$ cat config.mk
export PLATFORM = sky130hd
export DESIGN_NAME = syscall_console_flat
export DESIGN_NICKNAME = d
export VERILOG_FILES = /design/src/rtl/syscall_pkg.sv /design/src/rtl/syscall_console_if.sv /design/src/rtl/dec_serializer.sv /design/src/rtl/syscall_console.sv /design/src/flat_wrapper.sv
export SDC_FILE = /design/constraint.sdc
export NUM_CORES = 1
export LEC_CHECK = 0
export CORE_AREA = 2 2 146 148
export DETAILED_ROUTE_END_ITERATION = 8
export DIE_AREA = 0 0 148 150
export PLACE_DENSITY = 0.68
export SYNTH_ARGS = -nofsm -noshare
export SYNTH_HDL_FRONTEND = slang
export SYNTH_SLANG_ARGS = --single-unit
$ cat constraint.sdc
create_clock -name clk -period 4.57 [get_ports clk]
set_clock_uncertainty 0.2 [all_clocks]
set_input_delay 0.914 -clock clk [delete_from_list [all_inputs] [get_ports clk]]
set_output_delay 0.914 -clock clk [all_outputs]
set_load 0.02 [all_outputs]
$ cat src/rtl/syscall_pkg.sv
// Shared syscall codes, FSM state encoding and decimal powers for the console unit.
package syscall_pkg;

  localparam logic [31:0] SYSCALL_PRINT_INT = 32'd1;
  localparam logic [31:0] SYSCALL_PRINT_STR = 32'd4;
  localparam logic [31:0] SYSCALL_EXIT      = 32'd10;

  typedef enum logic [2:0] {
    IDLE,
    INT_SIGN,
    INT_DIGIT,
    INT_EMIT,
    STR_RD,
    STR_WAIT,
    STR_EMIT,
    HALTED
  } state_t;

  // POW10[i] = 10^i
  localparam logic [31:0] POW10 [0:9] = '{
    32'd1, 32'd10, 32'd100, 32'd1000, 32'd10000, 32'd100000,
    32'd1000000, 32'd10000000, 32'd100000000, 32'd1000000000
  };

endpackage

$ cat src/rtl/syscall_console_if.sv
// CPU request, data-memory read port and character stream of the syscall console.
interface syscall_console_if #(
  parameter int DM_ADDR_W = 16
);
  logic                 req_valid;
  logic [31:0]          req_code;
  logic [31:0]          req_arg;
  logic                 busy;
  logic                 mem_rd_en;
  logic [DM_ADDR_W-1:0] mem_addr;
  logic [31:0]          mem_rdata;
  logic                 char_valid;
  logic [7:0]           char_data;
  logic                 char_ready;
  logic                 halt;
  logic                 err_invalid;

  modport master (
    output req_valid, req_code, req_arg, mem_rdata, char_ready,
    input  busy, mem_rd_en, mem_addr, char_valid, char_data, halt, err_invalid
  );

  modport slave (
    input  req_valid, req_code, req_arg, mem_rdata, char_ready,
    output busy, mem_rd_en, mem_addr, char_valid, char_data, halt, err_invalid
  );
endinterface

$ cat src/rtl/dec_serializer.sv
// Signed 32-bit to ASCII decimal by repeated subtraction; one subtract per cycle.
// Characters leave on a registered valid/ready stream; done pulses with the last handshake.
module dec_serializer
  import syscall_pkg::*;
(
  input  logic        clk,
  input  logic        rst,
  input  logic        start,
  input  logic [31:0] value,
  output logic        out_vld,
  output logic [7:0]  out_dat,
  input  logic        out_rdy,
  output logic        done
);

  state_t      st_q, st_d;
  logic [31:0] mag_q, mag_d;
  logic [3:0]  idx_q, idx_d;
  logic [3:0]  digit_q, digit_d;
  logic        started_q, started_d;
  logic        sign_q, sign_d;
  logic        vld_q, vld_d;
  logic [7:0]  chr_q, chr_d;

  always_ff @(posedge clk or posedge rst) begin
    if (rst) begin
      st_q      <= IDLE;
      mag_q     <= '0;
      idx_q     <= '0;
      digit_q   <= '0;
      started_q <= 1'b0;
      sign_q    <= 1'b0;
      vld_q     <= 1'b0;
      chr_q     <= '0;
    end else begin
      st_q      <= st_d;
      mag_q     <= mag_d;
      idx_q     <= idx_d;
      digit_q   <= digit_d;
      started_q <= started_d;
      sign_q    <= sign_d;
      vld_q     <= vld_d;
      chr_q     <= chr_d;
    end
  end

  always_comb begin
    st_d      = st_q;
    mag_d     = mag_q;
    idx_d     = idx_q;
    digit_d   = digit_q;
    started_d = started_q;
    sign_d    = sign_q;
    vld_d     = vld_q;
    chr_d     = chr_q;
    done      = 1'b0;
    case (st_q)
      IDLE: begin
        if (start) begin
          mag_d = value;
          st_d  = INT_SIGN;
        end
      end
      INT_SIGN: begin
        idx_d     = 4'd9;
        digit_d   = 4'd0;
        started_d = 1'b0;
        if (mag_q[31]) begin
          // unsigned view of the negation: 0x80000000 stays 2147483648
          mag_d  = ~mag_q + 32'd1;
          chr_d  = 8'h2D;
          vld_d  = 1'b1;
          sign_d = 1'b1;
          st_d   = INT_EMIT;
        end else begin
          st_d = INT_DIGIT;
        end
      end
      INT_DIGIT: begin
        if (mag_q >= POW10[idx_q]) begin
          mag_d   = mag_q - POW10[idx_q];
          digit_d = digit_q + 4'd1;
        end else if (digit_q != 4'd0 || started_q || idx_q == 4'd0) begin
          chr_d = 8'h30 + {4'h0, digit_q};
          vld_d = 1'b1;
          st_d  = INT_EMIT;
        end else begin
          idx_d = idx_q - 4'd1;
        end
      end
      INT_EMIT: begin
        if (vld_q && out_rdy) begin
          vld_d = 1'b0;
          if (sign_q) begin
            sign_d = 1'b0;
            st_d   = INT_DIGIT;
          end else if (idx_q == 4'd0) begin
            done = 1'b1;
            st_d = IDLE;
          end else begin
            idx_d     = idx_q - 4'd1;
            digit_d   = 4'd0;
            started_d = 1'b1;
            st_d      = INT_DIGIT;
          end
        end
      end
      default: st_d = IDLE;
    endcase
  end

  assign out_vld = vld_q;
  assign out_dat = chr_q;

endmodule

$ cat src/rtl/syscall_console.sv
// SYSCALL service unit: print_int, print_string (byte-wise memory walk) and exit.
// Holds busy while a request runs; character output stalls on char_ready.
module syscall_console
  import syscall_pkg::*;
#(
  parameter int DM_ADDR_W   = 16,
  parameter int MAX_STR_LEN = 1024
) (
  input logic              clk,
  input logic              rst,
  syscall_console_if.slave bus
);

  localparam int CNT_W = $clog2(MAX_STR_LEN + 1);

  state_t               state_q, state_d;
  logic [DM_ADDR_W+1:0] baddr_q, baddr_d;
  logic [CNT_W-1:0]     cnt_q, cnt_d;
  logic [7:0]           chr_q, chr_d;
  logic                 vld_q, vld_d;
  logic                 err_q, err_d;
  logic                 accept, ser_start, ser_vld, ser_done;
  logic [7:0]           ser_dat, lane;

  assign accept    = bus.req_valid && (state_q == IDLE);
  assign ser_start = accept && (bus.req_code == SYSCALL_PRINT_INT);

  dec_serializer u_dec (
    .clk     (clk),
    .rst     (rst),
    .start   (ser_start),
    .value   (bus.req_arg),
    .out_vld (ser_vld),
    .out_dat (ser_dat),
    .out_rdy (bus.char_ready),
    .done    (ser_done)
  );

  always_comb begin
    lane = bus.mem_rdata[7:0];
    case (baddr_q[1:0])
      2'd1:    lane = bus.mem_rdata[15:8];
      2'd2:    lane = bus.mem_rdata[23:16];
      2'd3:    lane = bus.mem_rdata[31:24];
      default: lane = bus.mem_rdata[7:0];
    endcase
  end

  always_ff @(posedge clk or posedge rst) begin
    if (rst) begin
      state_q <= IDLE;
      baddr_q <= '0;
      cnt_q   <= '0;
      chr_q   <= '0;
      vld_q   <= 1'b0;
      err_q   <= 1'b0;
    end else begin
      state_q <= state_d;
      baddr_q <= baddr_d;
      cnt_q   <= cnt_d;
      chr_q   <= chr_d;
      vld_q   <= vld_d;
      err_q   <= err_d;
    end
  end

  // INT_SIGN stands for the whole print_int run; the serializer owns the digit states.
  always_comb begin
    state_d = state_q;
    baddr_d = baddr_q;
    cnt_d   = cnt_q;
    chr_d   = chr_q;
    vld_d   = vld_q;
    err_d   = 1'b0;
    case (state_q)
      IDLE: begin
        if (accept) begin
          if (bus.req_code == SYSCALL_PRINT_INT) begin
            state_d = INT_SIGN;
          end else if (bus.req_code == SYSCALL_PRINT_STR) begin
            baddr_d = bus.req_arg[DM_ADDR_W+1:0];
            cnt_d   = '0;
            state_d = STR_RD;
          end else if (bus.req_code == SYSCALL_EXIT) begin
            state_d = HALTED;
          end else begin
            err_d = 1'b1;
          end
        end
      end
      INT_SIGN: begin
        if (ser_done) state_d = IDLE;
      end
      STR_RD: state_d = STR_WAIT;
      STR_WAIT: begin
        if (lane == 8'h00) begin
          state_d = IDLE;
        end else begin
          chr_d   = lane;
          vld_d   = 1'b1;
          state_d = STR_EMIT;
        end
      end
      STR_EMIT: begin
        if (vld_q && bus.char_ready) begin
          vld_d   = 1'b0;
          baddr_d = baddr_q + (DM_ADDR_W+2)'(1);
          cnt_d   = cnt_q + CNT_W'(1);
          if (cnt_d == CNT_W'(MAX_STR_LEN)) begin
            err_d   = 1'b1;
            state_d = IDLE;
          end else begin
            state_d = STR_RD;
          end
        end
      end
      HALTED:  state_d = HALTED;
      default: state_d = IDLE;
    endcase
  end

  assign bus.busy        = (state_q != IDLE);
  assign bus.halt        = (state_q == HALTED);
  assign bus.mem_rd_en   = (state_q == STR_RD);
  assign bus.mem_addr    = baddr_q[DM_ADDR_W+1:2];
  assign bus.char_valid  = (state_q == INT_SIGN) ? ser_vld : vld_q;
  assign bus.char_data   = (state_q == INT_SIGN) ? ser_dat : chr_q;
  assign bus.err_invalid = err_q;

endmodule
$ cat src/flat_wrapper.sv
// flat-port wrapper written by rule: the top's interface ports become plain ports
module syscall_console_flat import syscall_pkg::*;
#(
  parameter int DM_ADDR_W   = 16,
  parameter int MAX_STR_LEN = 1024
)
  (clk, rst, bus_req_valid, bus_req_code, bus_req_arg, bus_mem_rdata, bus_char_ready, bus_busy, bus_mem_rd_en, bus_mem_addr, bus_char_valid, bus_char_data, bus_halt, bus_err_invalid);
  syscall_console_if #(.DM_ADDR_W(DM_ADDR_W)) bus_i ();
  input logic clk;
  input logic rst;
  input wire logic [$bits(bus_i.req_valid)-1:0] bus_req_valid;
  input wire logic [$bits(bus_i.req_code)-1:0] bus_req_code;
  input wire logic [$bits(bus_i.req_arg)-1:0] bus_req_arg;
  input wire logic [$bits(bus_i.mem_rdata)-1:0] bus_mem_rdata;
  input wire logic [$bits(bus_i.char_ready)-1:0] bus_char_ready;
  output wire logic [$bits(bus_i.busy)-1:0] bus_busy;
  output wire logic [$bits(bus_i.mem_rd_en)-1:0] bus_mem_rd_en;
  output wire logic [$bits(bus_i.mem_addr)-1:0] bus_mem_addr;
  output wire logic [$bits(bus_i.char_valid)-1:0] bus_char_valid;
  output wire logic [$bits(bus_i.char_data)-1:0] bus_char_data;
  output wire logic [$bits(bus_i.halt)-1:0] bus_halt;
  output wire logic [$bits(bus_i.err_invalid)-1:0] bus_err_invalid;
  assign bus_i.req_valid = bus_req_valid;
  assign bus_i.req_code = bus_req_code;
  assign bus_i.req_arg = bus_req_arg;
  assign bus_i.mem_rdata = bus_mem_rdata;
  assign bus_i.char_ready = bus_char_ready;
  assign bus_busy = bus_i.busy;
  assign bus_mem_rd_en = bus_i.mem_rd_en;
  assign bus_mem_addr = bus_i.mem_addr;
  assign bus_char_valid = bus_i.char_valid;
  assign bus_char_data = bus_i.char_data;
  assign bus_halt = bus_i.halt;
  assign bus_err_invalid = bus_i.err_invalid;
  syscall_console #(.DM_ADDR_W(DM_ADDR_W), .MAX_STR_LEN(MAX_STR_LEN)) u_core (.clk(clk), .rst(rst), .bus(bus_i));
endmodule
# ---- Word level (Yosys, flattened, before mapping)
# Memories as Yosys holds them, arrays and structs flattened.
# Index checks and enable logic that the tools add are counted.
dict set report totals {
  reg_bits 96
  mem_bits_ro 512
  in_bits 100
  output_inout_bits 29
  elab_cells 165
  memories 1
}
dict set report classes {
  n_addsub 7
  n_lt_le_gt_ge 2
  eq_ne 31
  n_mux 75
  bitwise 3
  reduce_logical 31
}
# memory depth word_bits rd rd_clocked_by_memory_dff wr line_no
set memory_table {}
lappend memory_table {{(name not given)} 16 32 1 0 0 dec_serializer.sv:81} ;# mag_d = mag_q - POW10[idx_q];
# operator n
set ops {}
lappend ops {{$mux W32} 5}
lappend ops {{$pmux W32 S3} 1}
lappend ops {{$mux W18} 4}
lappend ops {{$mux W11} 4}
lappend ops {{$mux W3} 12}
lappend ops {{$mux W4} 9}
lappend ops {{$pmux W18 S2} 1}
lappend ops {{$add A32 B1 Y32 const B} 1}
lappend ops {{$eq A32 B1 Y1 const B} 1}
lappend ops {{$eq A32 B3 Y1 const B} 1}
lappend ops {{$eq A32 B4 Y1 const B} 1}
lappend ops {{$ge A32 B32 Y1} 1}
lappend ops {{$mux W8} 4}
lappend ops {{$not A32 Y32} 1}
lappend ops {{$sub A32 B32 Y32} 1}
lappend ops {{$pmux W4 S3} 2}
lappend ops {{$pmux W8 S3} 1}
lappend ops {{$ne A2 B2 Y1 const B} 11}
lappend ops {{$pmux W11 S2} 1}
lappend ops {{$mux W1} 21}
lappend ops {{$reduce_and A4 Y1} 5}
lappend ops {{$add A18 B1 Y18 const B} 1}
lappend ops {{$pmux W3 S6} 1}
lappend ops {{$pmux W8 S2} 1}
lappend ops {{other kinds (31)} 58}

# ---- Longest topological paths before layout
# Gate-level depths: netlist of the first run.
dict set report depth {
  ltp_word 7
  ltp_mapped 18
}

# ---- Modules after synthesis
# From an unflattened synthesis of the first run, not the netlist that was laid out.
dict set report hier_totals {
  cells_unflattened 1080
  area_unflattened_um2 8620.8
}
# module n_inst cells_each area_per_inst_um2 seq_area_each_um2
set by_module_without_submodules {}
lappend by_module_without_submodules {dec_serializer 1 719 5477.8 1276.2}
lappend by_module_without_submodules {syscall_console 1 361 3143.0 1051.0}

# ---- Worst setup path after synthesis of the first run
# No wires, ideal clock.
dict set report synth_path {
  kind {reg2reg}
  startpoint {register u_core.u_dec.idx_q[0]}
  endpoint {register u_core.u_dec.mag_q[0]}
  setup_time_ps 126
  t_arrival_ps 3707
  required_time_ps 4244
  path_slack_ps 537
  stages_incl_launch_ff 19
  period_less_slack_ps 4033
  cell_sequence {dfrtp_1 clkbuf_1 inv_1 ha_1 nand2_1 inv_1 ha_1 inv_1 fa_1 a211oi_1 o211ai_1 a31oi_2 o211ai_1 a31oi_1 o2111ai_1 and3_1 clkbuf_1 and3_1 a221o_1}
}
dict set report synth_between {
  elab_chain_len 7
  elab_cells_between_ends 10
}
# item line_no
set synth_rtl {}
lappend synth_rtl {{start, declared} dec_serializer.sv:18} ;# logic [3:0] idx_q, idx_d;
lappend synth_rtl {{start signal, assigned} dec_serializer.sv:38} ;# idx_q <= idx_d;
lappend synth_rtl {{$not A4 Y5 (not written as such) (*)} {dec_serializer.sv:80, dec_serializer.sv:81}}
lappend synth_rtl {{$mem_v2 Z16 W32 (*)} --}
lappend synth_rtl {{$mux W32 (not written as such) (*) (2 in series)} dec_serializer.sv:81}
lappend synth_rtl {{$sub A32 B32 Y32 / $ge A32 B32 Y1 (equally long branches)} {dec_serializer.sv:81, dec_serializer.sv:80}}
lappend synth_rtl {{$mux W32 / $ne A2 B2 Y1 (equally long branches)} --}
lappend synth_rtl {{$pmux W32 S3 / $reduce_and A4 Y1 (equally long branches)} --}
lappend synth_rtl {{end signal, assigned} dec_serializer.sv:37} ;# mag_q <= mag_d;
lappend synth_rtl {{end, declared} dec_serializer.sv:17} ;# logic [31:0] mag_q, mag_d;
# Mark *: on every way between the ends. The rest lies on a longest branch, timed or not. The select of a mux whose other input is x is not followed.
# A chain may end at the register's enable or synchronous reset.

# ---- Worst setup path in the final report of the first run
dict set report layout_path {
  startpoint {register u_core.u_dec.idx_q[1]}
  endpoint {register u_core.u_dec.mag_q[0]}
}
# Same word-level chain as after synthesis.

==> run metrics, run 1 <==
worst-skew pair later-pin latency=0.36 ns; vias in the first global route=between 7000 and 8000; Num CTS Buffers=9; placed insts=between 1000 and 1500; minimum hold slack=about 0.28 ns; Die Y=approximately 150 um; area of the die=roughly 22000 um2; Mapped Area=roughly 8200 um2; Switching Share=51.1%; P_sw=3.39 mW; clock buffer depth=2; setup TNS=0 ns; Post-layout nets=about 1300; first-pass GRT wire length=between 30000 and 40000 um; Netlist cell types=70; Avg WL per Cell=~17 um; most common flop cell mapped by yosys=dfrtp_1; grt ovf=0; Area Overhead vs Synth=20.9%; Slew HR=between 10% and 20%; Setup Buffers After CTS=0; Hold Crit Class=reg -> reg; GR Util All Layers=21.2%; clock slew at reported path FFs=around 0.070 ns; IO Count=~130; #FFs+latches synth=93; Setup crit start kind=flop; site row count=53; Worst Setup Path Type=reg -> reg; first-pass detailed-route iteration total=5; MaxCap Viol Count=0; total power=roughly 6.6 mW; initial antenna violation count=0; number of synthesized flops with an enable pin=0; root buffer cell=clkbuf_16; area occupied by multi-input gates=roughly 5400 um2; Fin. Hold Viols=0; status=complete, no violations; CP required=around 4.6 ns; Slew Limit Fails=0; count of endpoints failing setup in the final report=0; CP Data Arrival Time=4.31 ns; Post-Layout Cell Count=roughly 1400; worst-margin pin slew=around 1.2 ns; TritonCTS Sinks=93; Tmin final=~4.3 ns; Diodes inserted=0; Core Area=approximately 21000 um2; routed wire length=roughly 24000 um; leakage=about 4 nW; Die Span X=148 um; Syn Inst Count=1058; via count=8148; clock share of power=a little under an eighth; average size of a mapped cell=about 7.7 um2; CTS tree=done; period utilization=slightly above 90%; largest net degree at the start of global routing=55; share of cells above drive strength 1=between 5 and 6%; largest area contributor in the synthesized netlist=dfrtp_1; hpwl dp=about 18000 um; routability cong.=between 0.9 and 1; CP max FO=10; Synth async-reset ratio=100%; port buffer count=128; Starting Density=about two fifths; Residual DRC=0; Comb pwr share=68.7%; Routed Antenna Nets=0; Net Count, Synth=1207; Avg Vias per Cell=between 5 and 6; H-tree level count=3; Worst setup EP type=flop; Filler cells=2061; Pint=~3.2 mW; Storage cell area=about 2300 um2; Max Freq=between 0.2 and 0.25 GHz; VDD IR-drop max=between 0.4 and 0.5 mV; 1st-iter DRT viols=approximately 660; Seq pwr share=approximately a fifth; post-synth top area share=between 20% and 30%; Pwr Density=a little under 700 nW/um2; RSZ-0062 raised after global routing=no; register area share after synthesis=between 20% and 30%; Synth area leaders=dfrtp_1 (29%), ha_1 (7.4%), nand2_1 (6.3%); Yosys Warn Count=0
==> metrics by stage <==
step           worst slack, ns  utilization (%)  instance area (um2)
4_1_cts                  0.127             47.6                 9850
3_5_place_dp             0.146             46.2                 9570
6_report                 0.317             47.7                 9870
2_1_floorplan            0.537                -                 8170
5_1_grt                0.00525             47.7                 9870
3_3_place_gp             0.317             46.2                 9570
==> metal layers <==
metal | vias up | track usage [%] | part of all wire, %
met5 | - | 0 | 0
met4 | 0 | 4.81 | 1.5
met2 | 228 | 33.6 | 46
li1 | 4021 | - | -
met3 | 27 | 4.24 | 4.9
met1 | 3872 | 29.9 | 48
==> critical path: stages (launching register included) <==
cell and delay [ns]:
dfrtp_1 0.45, inv_1 0.14, ha_1 0.25, nand2_1 0.12
inv_1 0.13, ha_1 0.19, inv_1 0.06, fa_1 0.41
a211oi_1 0.30, o211ai_1 0.16, a31oi_2 0.21, o211ai_1 0.15
a31oi_2 0.34, o2111ai_2 0.21, and3_2 0.36, and3_1 0.21
a221o_1 0.25
==> cell type report <==
type                       instances  area share, %
clock inverter                     6          0.469
timing repair buffer             140           14.0
tap                              275           3.49
multi-input combinational        850           54.4
sequential                        93           23.6
clock buffer                      10           2.42
inverter                          42           1.62
==> power by group through the flow <==
| stage | sequential (mW) | combinational [mW] | clock, mW |
|---|---|---|---|
| floorplan | 1.23 | 3.45 | 0 |
| global placement | 1.33 | 4.40 | 0 |
| detailed placement | 1.33 | 4.48 | 0 |
| CTS | 1.32 | 4.51 | 0.771 |
| global route | 1.36 | 5.10 | 0.809 |
| finish | 1.32 | 4.56 | 0.753 |
==> cell usage in the layout, fill, tap and decap left out, types with 5 or more instances in the layout <==
cell               n
mux2_2            12
nand2_1          138
a22o_1             6
inv_1             41
a31oi_1            9
xnor2_1           29
xor2_1            23
nand4_1            8
a221oi_1          20
clkbuf_16          9
mux2i_1           12
nand2b_1          10
or2_2              5
nor2_1            90
or3_1              9
nor4_1            21
and2_1             7
o31ai_1           18
a21o_1            16
a222oi_1           8
and3_1            15
o211ai_1           8
nor3_1            31
a21oi_1           81
nand3_1           34
a211oi_1           8
dfrtp_1           93
a221o_1            6
ha_1              47
buf_4             11
o22ai_1           13
clkdlybuf4s50_1  128
o21ai_0           90
==> registers in the layout, indices dropped and copies added (netlist names) <==
signal and cells:
u_core.chr_q 8, u_core.u_dec.st_q 2, u_core.u_dec.digit_q 4, u_core.u_dec.started_q 1, u_core.u_dec.mag_q 32, u_core.baddr_q 18
u_core.u_dec.idx_q 4, u_core.state_q 3, u_core.u_dec.out_dat 6, u_core.vld_q 1, u_core.u_dec.out_vld 1, u_core.bus.err_invalid 1
u_core.cnt_q 11, u_core.u_dec.sign_q 1
==> worst paths after layout <==
kind	cells past startpoint	startpoint	slack, ns	end
worst max-delay path	16	u_core.u_dec.idx_q[1]	0.32	u_core.u_dec.mag_q[0]
worst min-delay path	1	u_core.u_dec.out_dat[5]	0.28	u_core.u_dec.out_dat[5]
worst max register to register	16	u_core.u_dec.idx_q[1]	0.32	u_core.u_dec.mag_q[0]
worst min register to register	1	u_core.u_dec.out_dat[5]	0.28	u_core.u_dec.out_dat[5]
max in group asynchronous	3	rst	2.56	u_core.baddr_q[14]
min in group asynchronous	2	rst	0.82	u_core.u_dec.out_dat[5]
==> timing repair <==
action | in CTS | in global routing
hold buffers | 0 | 0
endpoints found under the setup margin | 0 | 29
resized for setup | 0 | 5
==> Yosys cell counts, types with 9 or more instances <==
cell        n
nand2_1   138
dfrtp_1    93
nor2_1     91
o21ai_0    90
a21oi_1    81
clkbuf_1   52
ha_1       48
inv_1      42
nand3_1    35
nor3_1     31
xnor2_1    29
xor2_1     23
nor4_1     22
a221oi_1   20
o31ai_1    18
buf_4      17
a21o_1     16
and3_1     16
o22ai_1    13
mux2_2     12
mux2i_1    12
a31oi_1    10
nand2b_1   10
or3_1       9
==> logic make-up after synthesis <==
| group | after synthesis | synth area share, % |
|---|---|---|
| simple gates | 394 | 22.7 |
| compound gates | 331 | 26.3 |
| buf+inv | 115 | 6.16 |
| flops | 93 | 28.5 |
| xor+xnor | 52 | 5.58 |
| fa+ha+maj | 49 | 7.60 |
| mux | 24 | 3.13 |
Note: power is estimated with default switching activity, not from simulation.
==> run 2, diff against run 1 <==
--- a/config.mk
+++ b/config.mk
@@ -5,10 +5,11 @@
 export SDC_FILE = /design/constraint.sdc
 export NUM_CORES = 1
 export LEC_CHECK = 0
-export CORE_AREA = 2 2 146 148
+export CORE_AREA = 2 2 150 152
 export DETAILED_ROUTE_END_ITERATION = 8
-export DIE_AREA = 0 0 148 150
+export DIE_AREA = 0 0 152 154
 export PLACE_DENSITY = 0.68
 export SYNTH_ARGS = -nofsm -noshare
 export SYNTH_HDL_FRONTEND = slang
+export SYNTH_HIERARCHICAL = 1
 export SYNTH_SLANG_ARGS = --single-unit
==> run metrics, run 2 <==
Avg Vias per Cell=5.84 (was 5.75); Tmin final=4.09 ns (was 4.25 ns); Biggest register=u_core/u_dec/mag_q (was u_core.u_dec.mag_q); Setup Buffers After CTS=0 (unchanged); Slew Limit Fails=0 (unchanged); Worst setup EP type=flop (unchanged); GR Util All Layers=21.1% (was 21.2%); Cell Chain, Critical Path=ha_1 -> a21oi_1 -> ha_1 -> a21o_1 -> a211o_1 -> or4_1 -> a211oi_1 -> nor3_1 -> or4b_1 -> nand4_1 (was inv_1 -> ha_1 -> nand2_1 -> inv_1 -> ha_1 -> inv_1 -> fa_1 -> a211oi_1 -> o211ai_1 -> a31oi_2 -> o211ai_1 -> a31oi_2 -> o2111ai_2 -> and3_2 -> and3_1 -> a221o_1); largest area contributor in the synthesized netlist=dfrtp_1 (unchanged); setup TNS=0 ns (unchanged); Worst Setup Path Type=reg -> reg (unchanged); IO Count=129 (unchanged); Cell Area, Placed=9950 um2 (was 9570 um2); Routed Antenna Nets=0 (unchanged); VDD IR-drop max=0.163 mV (was 0.493 mV); Critical path origin=u_core/u_dec/idx_q[0] (was u_core.u_dec.idx_q[1]); Avg WL per Cell=17.4 um (was 16.7 um); MaxCap Viol Count=0 (unchanged); RR Startpoint=u_core/u_dec/idx_q[0] (was u_core.u_dec.idx_q[1]); Netlist cell types=90 (was 70); Die Span X=152 um (was 148 um); Post-Layout Cell Count=1446 (was 1416); RSZ-0062 raised after global routing=no (unchanged); initial antenna violation count=0 (unchanged); Die Y=154 um (was 150 um); commonest cells in the synthesized netlist=nand2_1 (131), dfrtp_1 (93), nor2_1 (90), a21oi_1 (81), o21ai_0 (67) (was nand2_1 (138), dfrtp_1 (93), nor2_1 (91), o21ai_0 (90), a21oi_1 (81)); cell mode on critical path=ha_1 (was inv_1); Yosys Warn Count=6 (was 0); CP required=4.66 ns (was 4.62 ns); Synth area leaders=dfrtp_1 (27%), ha_1 (7.3%), nand2_1 (5.7%) (was dfrtp_1 (29%), ha_1 (7.4%), nand2_1 (6.3%)); area of the die=23400 um2 (was 22200 um2); slowest stage delay, CP=0.53 ns (was 0.45 ns); share of cells above drive strength 1=6.69% (was 5.61%); first-pass detailed-route iteration total=5 (unchanged); routed wire length=25200 um (was 23700 um); hpwl dp=18900 um (was 17800 um); Setup crit start kind=flop (unchanged); most common flop cell mapped by yosys=dfrtp_1 (unchanged); clock slew at reported path FFs=0.07 ns (about the same); port buffer count=128 (unchanged); Slew HR=24.3% (was 19.7%); hold path startpoint=u_core/u_dec/out_dat[0] (was u_core.u_dec.out_dat[5]); slowest CP cell=dfrtp_1 (unchanged); commonest non-fill, non-tap cell in the layout=nand2_1 (unchanged); CTS tree=done (unchanged); count leader, synth=nand2_1 (unchanged); vias in the first global route=7947 (was 7624); site row count=54 (was 53); via count=8446 (was 8148); grt ovf=0 (unchanged); Core Area=21700 um2 (was 20700 um2); worst-skew pair later-pin latency=0.36 ns (about the same); CP max FO=14 (was 10); routability cong.=0.934 (was 0.935); H-tree level count=3 (unchanged); Num CTS Buffers=9 (unchanged); Area Overhead vs Synth=18.9% (was 20.9%); 1st-iter DRT viols=606 (was 656); period utilization=89.5% (was 93.1%); worst-margin pin slew=1.13 ns (was 1.20 ns); largest registers=u_core/u_dec/mag_q: 32 flops, u_core/baddr_q: 18 flops, u_core/cnt_q: 11 flops (was u_core.u_dec.mag_q: 32 flops, u_core.baddr_q: 18 flops, u_core.cnt_q: 11 flops); Residual DRC=0 (unchanged); count of endpoints failing setup in the final report=0 (unchanged); Synth async-reset ratio=100% (unchanged); Resized cells post-CTS=0 (unchanged); commonest cells after routing, fill and taps aside=nand2_1 (131), clkdlybuf4s50_1 (128), dfrtp_1 (93) (was nand2_1 (138), clkdlybuf4s50_1 (128), dfrtp_1 (93)); CP Data Arrival Time=4.18 ns (was 4.31 ns); register area share after synthesis=27.0% (was 28.5%); root buffer cell=clkbuf_16 (unchanged); CTS Hold Buffers Added=0 (unchanged); placed insts=1427 (was 1400); first-pass GRT wire length=41300 um (was 38700 um); Final Cell Area=10200 um2 (was 9870 um2); TritonCTS Sinks=93 (unchanged); Post-layout nets=1312 (was 1285); Mapped Area=8620 um2 (was 8170 um2); Largest register FFs=32 (unchanged); clock buffer depth=2 (unchanged); Pwr Density=166 nW/um2 (was 673 nW/um2); #FFs+latches synth=93 (unchanged); Starting Density=39.7% (was 39.5%); Diodes inserted=0 (unchanged); average size of a mapped cell=7.98 um2 (was 7.72 um2); Hold Crit Class=reg -> reg (unchanged); leakage=4.18 nW (was 4.11 nW); fin util=47.2% (was 47.7%); number of synthesized flops with an enable pin=0 (unchanged); Fin. Hold Viols=0 (unchanged); post-synth top area share=27.0% (was 28.5%); Max Freq=0.244 GHz (was 0.235 GHz); status=complete, no violations (unchanged); Syn Inst Count=1080 (was 1058); largest net degree at the start of global routing=46 (was 55)
[run 2: kinds of logic after synthesis]
logic type      count (synthesis)  share of synthesized area (%)
compound gates                347                           27.0
simple gates                  405                           23.8
buf+inv                       109                           6.27
mux                            27                           3.69
other cells                     1                         0.0435
flops                          93                           27.0
xor+xnor                       47                           4.78
fa+ha+maj                      51                           7.49
[run 2: critical path, delay by kind of cell, from the launching register on]
kind / cells / cell delay (ns)
flip-flops: 1 / 0.53
adder cells (fa/ha/maj): 2 / 0.76
AO/OA/AOI/OAI: 4 / 1.38
AND/OR/NAND/NOR: 4 / 1.16
[run 2: area by class of cell]
cell class	count	area [um2]
Clock buffer	12	246
Sequential cell	93	2330
Timing Repair Buffer	143	1390
Inverter	35	131
Multi-Input combinational cell	879	5770
Clock inverter	4	31.3
Fill cell	2132	11400
Tap cell	280	350
[run 2: power breakdown]
part / switching, mW / internal [mW] / leakage (nW)
Combinational: 0.0484 / 0.0853 / 2.87
Clock: 0.353 / 0.388 / 0.137
Sequential: 0.000147 / 0.823 / 1.18
[run 2: layer usage]
metal | vias to the layer above | track usage (%) | part of all wire (%)
met5 | - | 0 | 0
met2 | 237 | 33.8 | 46
met3 | 27 | 3.07 | 4.7
met1 | 4035 | 30.1 | 48
met4 | 0 | 4.41 | 1.4
li1 | 4147 | - | -
[run 2: through the flow]
step / hold slack (ns) / total power, mW / worst slack (ns)
after global routing: 0.320 / 1.76 / 0.0496
after CTS: 0.304 / 1.72 / 0.408
final: 0.308 / 1.70 / 0.479
after global placement: 0.273 / 0.973 / 0.500
after floorplan: 0.233 / 0.869 / 0.899
after detailed placement: 0.280 / 0.974 / 0.422
[run 2: worst paths after layout]
| path | to | slack, ns | cells after the start |
|---|---|---|---|
| max | u_core/u_dec/mag_q[30] | 0.48 | 10 |
| min | u_core/u_dec/out_dat[0] | 0.31 | 1 |
| max reg2reg | u_core/u_dec/mag_q[30] | 0.48 | 10 |
| min reg2reg | u_core/u_dec/out_dat[0] | 0.31 | 1 |
| max in group asynchronous | u_core/u_dec/mag_q[12] | 2.56 | 3 |
| min in group asynchronous | u_core/u_dec/idx_q[3] | 0.83 | 2 |
==> run 3, diff against run 2 <==
--- a/config.mk
+++ b/config.mk
@@ -8,7 +8,7 @@
 export CORE_AREA = 2 2 150 152
 export DETAILED_ROUTE_END_ITERATION = 8
 export DIE_AREA = 0 0 152 154
-export PLACE_DENSITY = 0.68
+export MAX_ROUTING_LAYER = met4
 export SYNTH_ARGS = -nofsm -noshare
 export SYNTH_HDL_FRONTEND = slang
 export SYNTH_HIERARCHICAL = 1
==> run metrics, run 3 (synthesis results as in run 2) <==
fin util=47.4% (was 47.2%); initial antenna violation count=0 (unchanged); routability cong.=0.914 (was 0.934); Setup Buffers After CTS=0 (unchanged); Worst Setup Path Type=reg -> reg (unchanged); 1st-iter DRT viols=538 (was 606); Num CTS Buffers=9 (unchanged); worst-skew pair later-pin latency=0.35 ns (was 0.36 ns); via count=8344 (was 8446); Avg WL per Cell=17.6 um (was 17.4 um); Largest register FFs=32 (unchanged); Max Freq=0.242 GHz (was 0.244 GHz); Die Y=154 um (unchanged); hpwl dp=18900 um (about the same); Fin. Hold Viols=0 (unchanged); Worst path top cell family by delay=compound AO/OA/AOI/OAI gates (unchanged); Post-layout nets=1309 (was 1312); commonest non-fill, non-tap cell in the layout=nand2_1 (unchanged); CP required=4.63 ns (was 4.66 ns); Worst setup EP type=flop (unchanged); Routed met2 length=11700 um (was 11500 um); cell mode on critical path=inv_1 (was ha_1); M1 WL=12200 um (about the same); share of cells above drive strength 1=6.46% (was 6.69%); Place WS=0.417 ns (was 0.422 ns); largest registers=u_core/u_dec/mag_q: 32 flops, u_core/baddr_q: 18 flops, u_core/cnt_q: 11 flops (unchanged); grt ovf=0 (unchanged); post-route setup slack=0.435 ns (was 0.479 ns); Pwr Density=174 nW/um2 (was 166 nW/um2); Resized cells post-CTS=0 (unchanged); count of endpoints failing setup in the final report=0 (unchanged); MaxCap Viol Count=0 (unchanged); Starting Density=39.7% (unchanged); first-pass GRT wire length=41600 um (was 41300 um); clock buffer depth=2 (unchanged); Tmin final=4.14 ns (was 4.09 ns); H-tree level count=3 (unchanged); Slew HR=32.7% (was 24.3%); highest metal used=met4 (unchanged); Critical path origin=u_core/u_dec/idx_q[0] (unchanged); leakage=4.19 nW (was 4.18 nW); Diodes inserted=0 (unchanged); slowest CP cell=dfrtp_1 (unchanged); Cell Chain, Critical Path=inv_1 -> ha_1 -> nand2_1 -> inv_1 -> ha_1 -> inv_1 -> fa_1 -> nand3_1 -> a21oi_1 -> o21ai_0 -> a31oi_1 -> o21a_1 -> o211ai_4 -> buf_4 -> nand2_1 -> o31ai_1 (was ha_1 -> a21oi_1 -> ha_1 -> a21o_1 -> a211o_1 -> or4_1 -> a211oi_1 -> nor3_1 -> or4b_1 -> nand4_1); Slew Limit Fails=0 (unchanged); VDD IR-drop max=0.170 mV (was 0.163 mV); Pint=1.40 mW (was 1.30 mW); largest net degree at the start of global routing=52 (was 46); setup TNS=0 ns (unchanged); vias in the first global route=8028 (was 7947); RSZ-0062 raised after global routing=no (unchanged); Die Span X=152 um (unchanged); slowest stage delay, CP=0.53 ns (about the same); area of the die=23400 um2 (unchanged); IO Count=129 (unchanged); Comb pwr share=7.4% (was 7.9%); CTS Hold Buffers Added=0 (unchanged); clock slew at reported path FFs=0.07 ns (about the same); RR Startpoint=u_core/u_dec/idx_q[0] (unchanged); Setup crit start kind=flop (unchanged); routed wire length=25400 um (was 25200 um); Core Area=21700 um2 (unchanged); P_sw=393 uW (was 401 uW); worst-margin pin slew=1.01 ns (was 1.13 ns); status=complete, no violations (unchanged); met3 wire len=1090 um (was 1190 um); clock share of power=46.7% (was 43.7%); commonest cells after routing, fill and taps aside=nand2_1 (131), clkdlybuf4s50_1 (128), dfrtp_1 (93) (unchanged); Hold Crit Class=reg -> reg (unchanged); TritonCTS Sinks=93 (unchanged); Seq pwr share=46.0% (was 48.5%); CTS tree=done (unchanged); CP max FO=24 (was 14); period utilization=90.5% (was 89.5%); crit path buf inv count=4 (was 0); Residual DRC=0 (unchanged); Routed Antenna Nets=0 (unchanged); port buffer count=128 (unchanged); Switching Share=22.0% (was 23.6%); first-pass detailed-route iteration total=5 (unchanged); CP Data Arrival Time=4.19 ns (was 4.18 ns); site row count=54 (unchanged); Filler cells=2121 (was 2132); GR Util All Layers=22.0% (was 21.1%); Biggest register=u_core/u_dec/mag_q (unchanged); root buffer cell=clkbuf_16 (unchanged); Area Overhead vs Synth=19.1% (was 18.9%); Avg Vias per Cell=5.79 (was 5.84); hold path startpoint=u_core/u_dec/out_dat[5] (was u_core/u_dec/out_dat[0])
==> run 3: cell types whose count changed in the layout (fill, tap and decap cells not counted) <==
cell	before	now
clkinv_4	2	1
inv_6	1	0
buf_12	0	1
clkbuf_1	2	0
bufinv_16	0	2
buf_4	15	11
==> run 3: area by class of cell <==
type,instances,area [um2],share of cell area (%)
timing repair buffer,140,1380,13.5
sequential,93,2330,22.7
multi-input combinational,879,5770,56.1
clock inverter,4,73.8,0.719
clock buffer,10,239,2.33
tap,280,350,3.41
inverter,35,131,1.28
==> run 3: metrics by stage <==
| stage | cells | area [um2] | total power [mW] | hold slack, ns |
|---|---|---|---|---|
| 6_report | 1441 | 10300 | 1.79 | 0.276 |
| 4_1_cts | 1441 | 10300 | 1.82 | 0.279 |
| 3_3_place_gp | 1427 | 9960 | 0.972 | 0.264 |
| 5_1_grt | 1441 | 10300 | 1.86 | 0.315 |
| 3_5_place_dp | 1427 | 9960 | 0.973 | 0.256 |
| 2_1_floorplan | 1081 | 8620 | 0.869 | 0.233 |
==> run 3: worst paths after layout <==
check	end	slack, ns	cells after the start
setup / recovery	u_core/u_dec/mag_q[22]	0.43	16
hold / removal	u_core/u_dec/out_dat[5]	0.28	1
setup reg to reg	u_core/u_dec/mag_q[22]	0.43	16
hold reg to reg	u_core/u_dec/out_dat[5]	0.28	1
max in group asynchronous	u_core/u_dec/mag_q[8]	2.75	3
min in group asynchronous	u_core/chr_q[0]	0.86	3
==> run 3: worst register-to-register path: stages, from the launching register on <==
cell      delay, ns
dfrtp_1        0.53
inv_1          0.19
ha_1           0.24
nand2_1        0.20
inv_1          0.11
ha_1           0.16
inv_1          0.05
fa_1           0.39
nand3_1        0.11
a21oi_1        0.12
o21ai_0        0.32
a31oi_1        0.18
o21a_1         0.27
o211ai_4       0.46
buf_4          0.34
nand2_1        0.08
o31ai_1        0.07
==> run 3: power by group through the flow <==
stage          logic (mW)  registers (mW)  clock network [mW]
6_report            0.132           0.823               0.836
5_1_grt             0.144           0.823               0.893
4_1_cts             0.134           0.823               0.864
3_5_place_dp        0.134           0.839                   0
3_3_place_gp        0.133           0.839                   0
2_1_floorplan      0.0294           0.840                   0
==> run 3: metal layers <==
| metal | global-route usage, % | vias to the layer above |
|---|---|---|
| li1 | - | 4145 |
| met1 | 30.3 | 3964 |
| met2 | 34.8 | 209 |
| met3 | 2.48 | 26 |
| met4 | 5.03 | 0 |
| met5 | - | - |
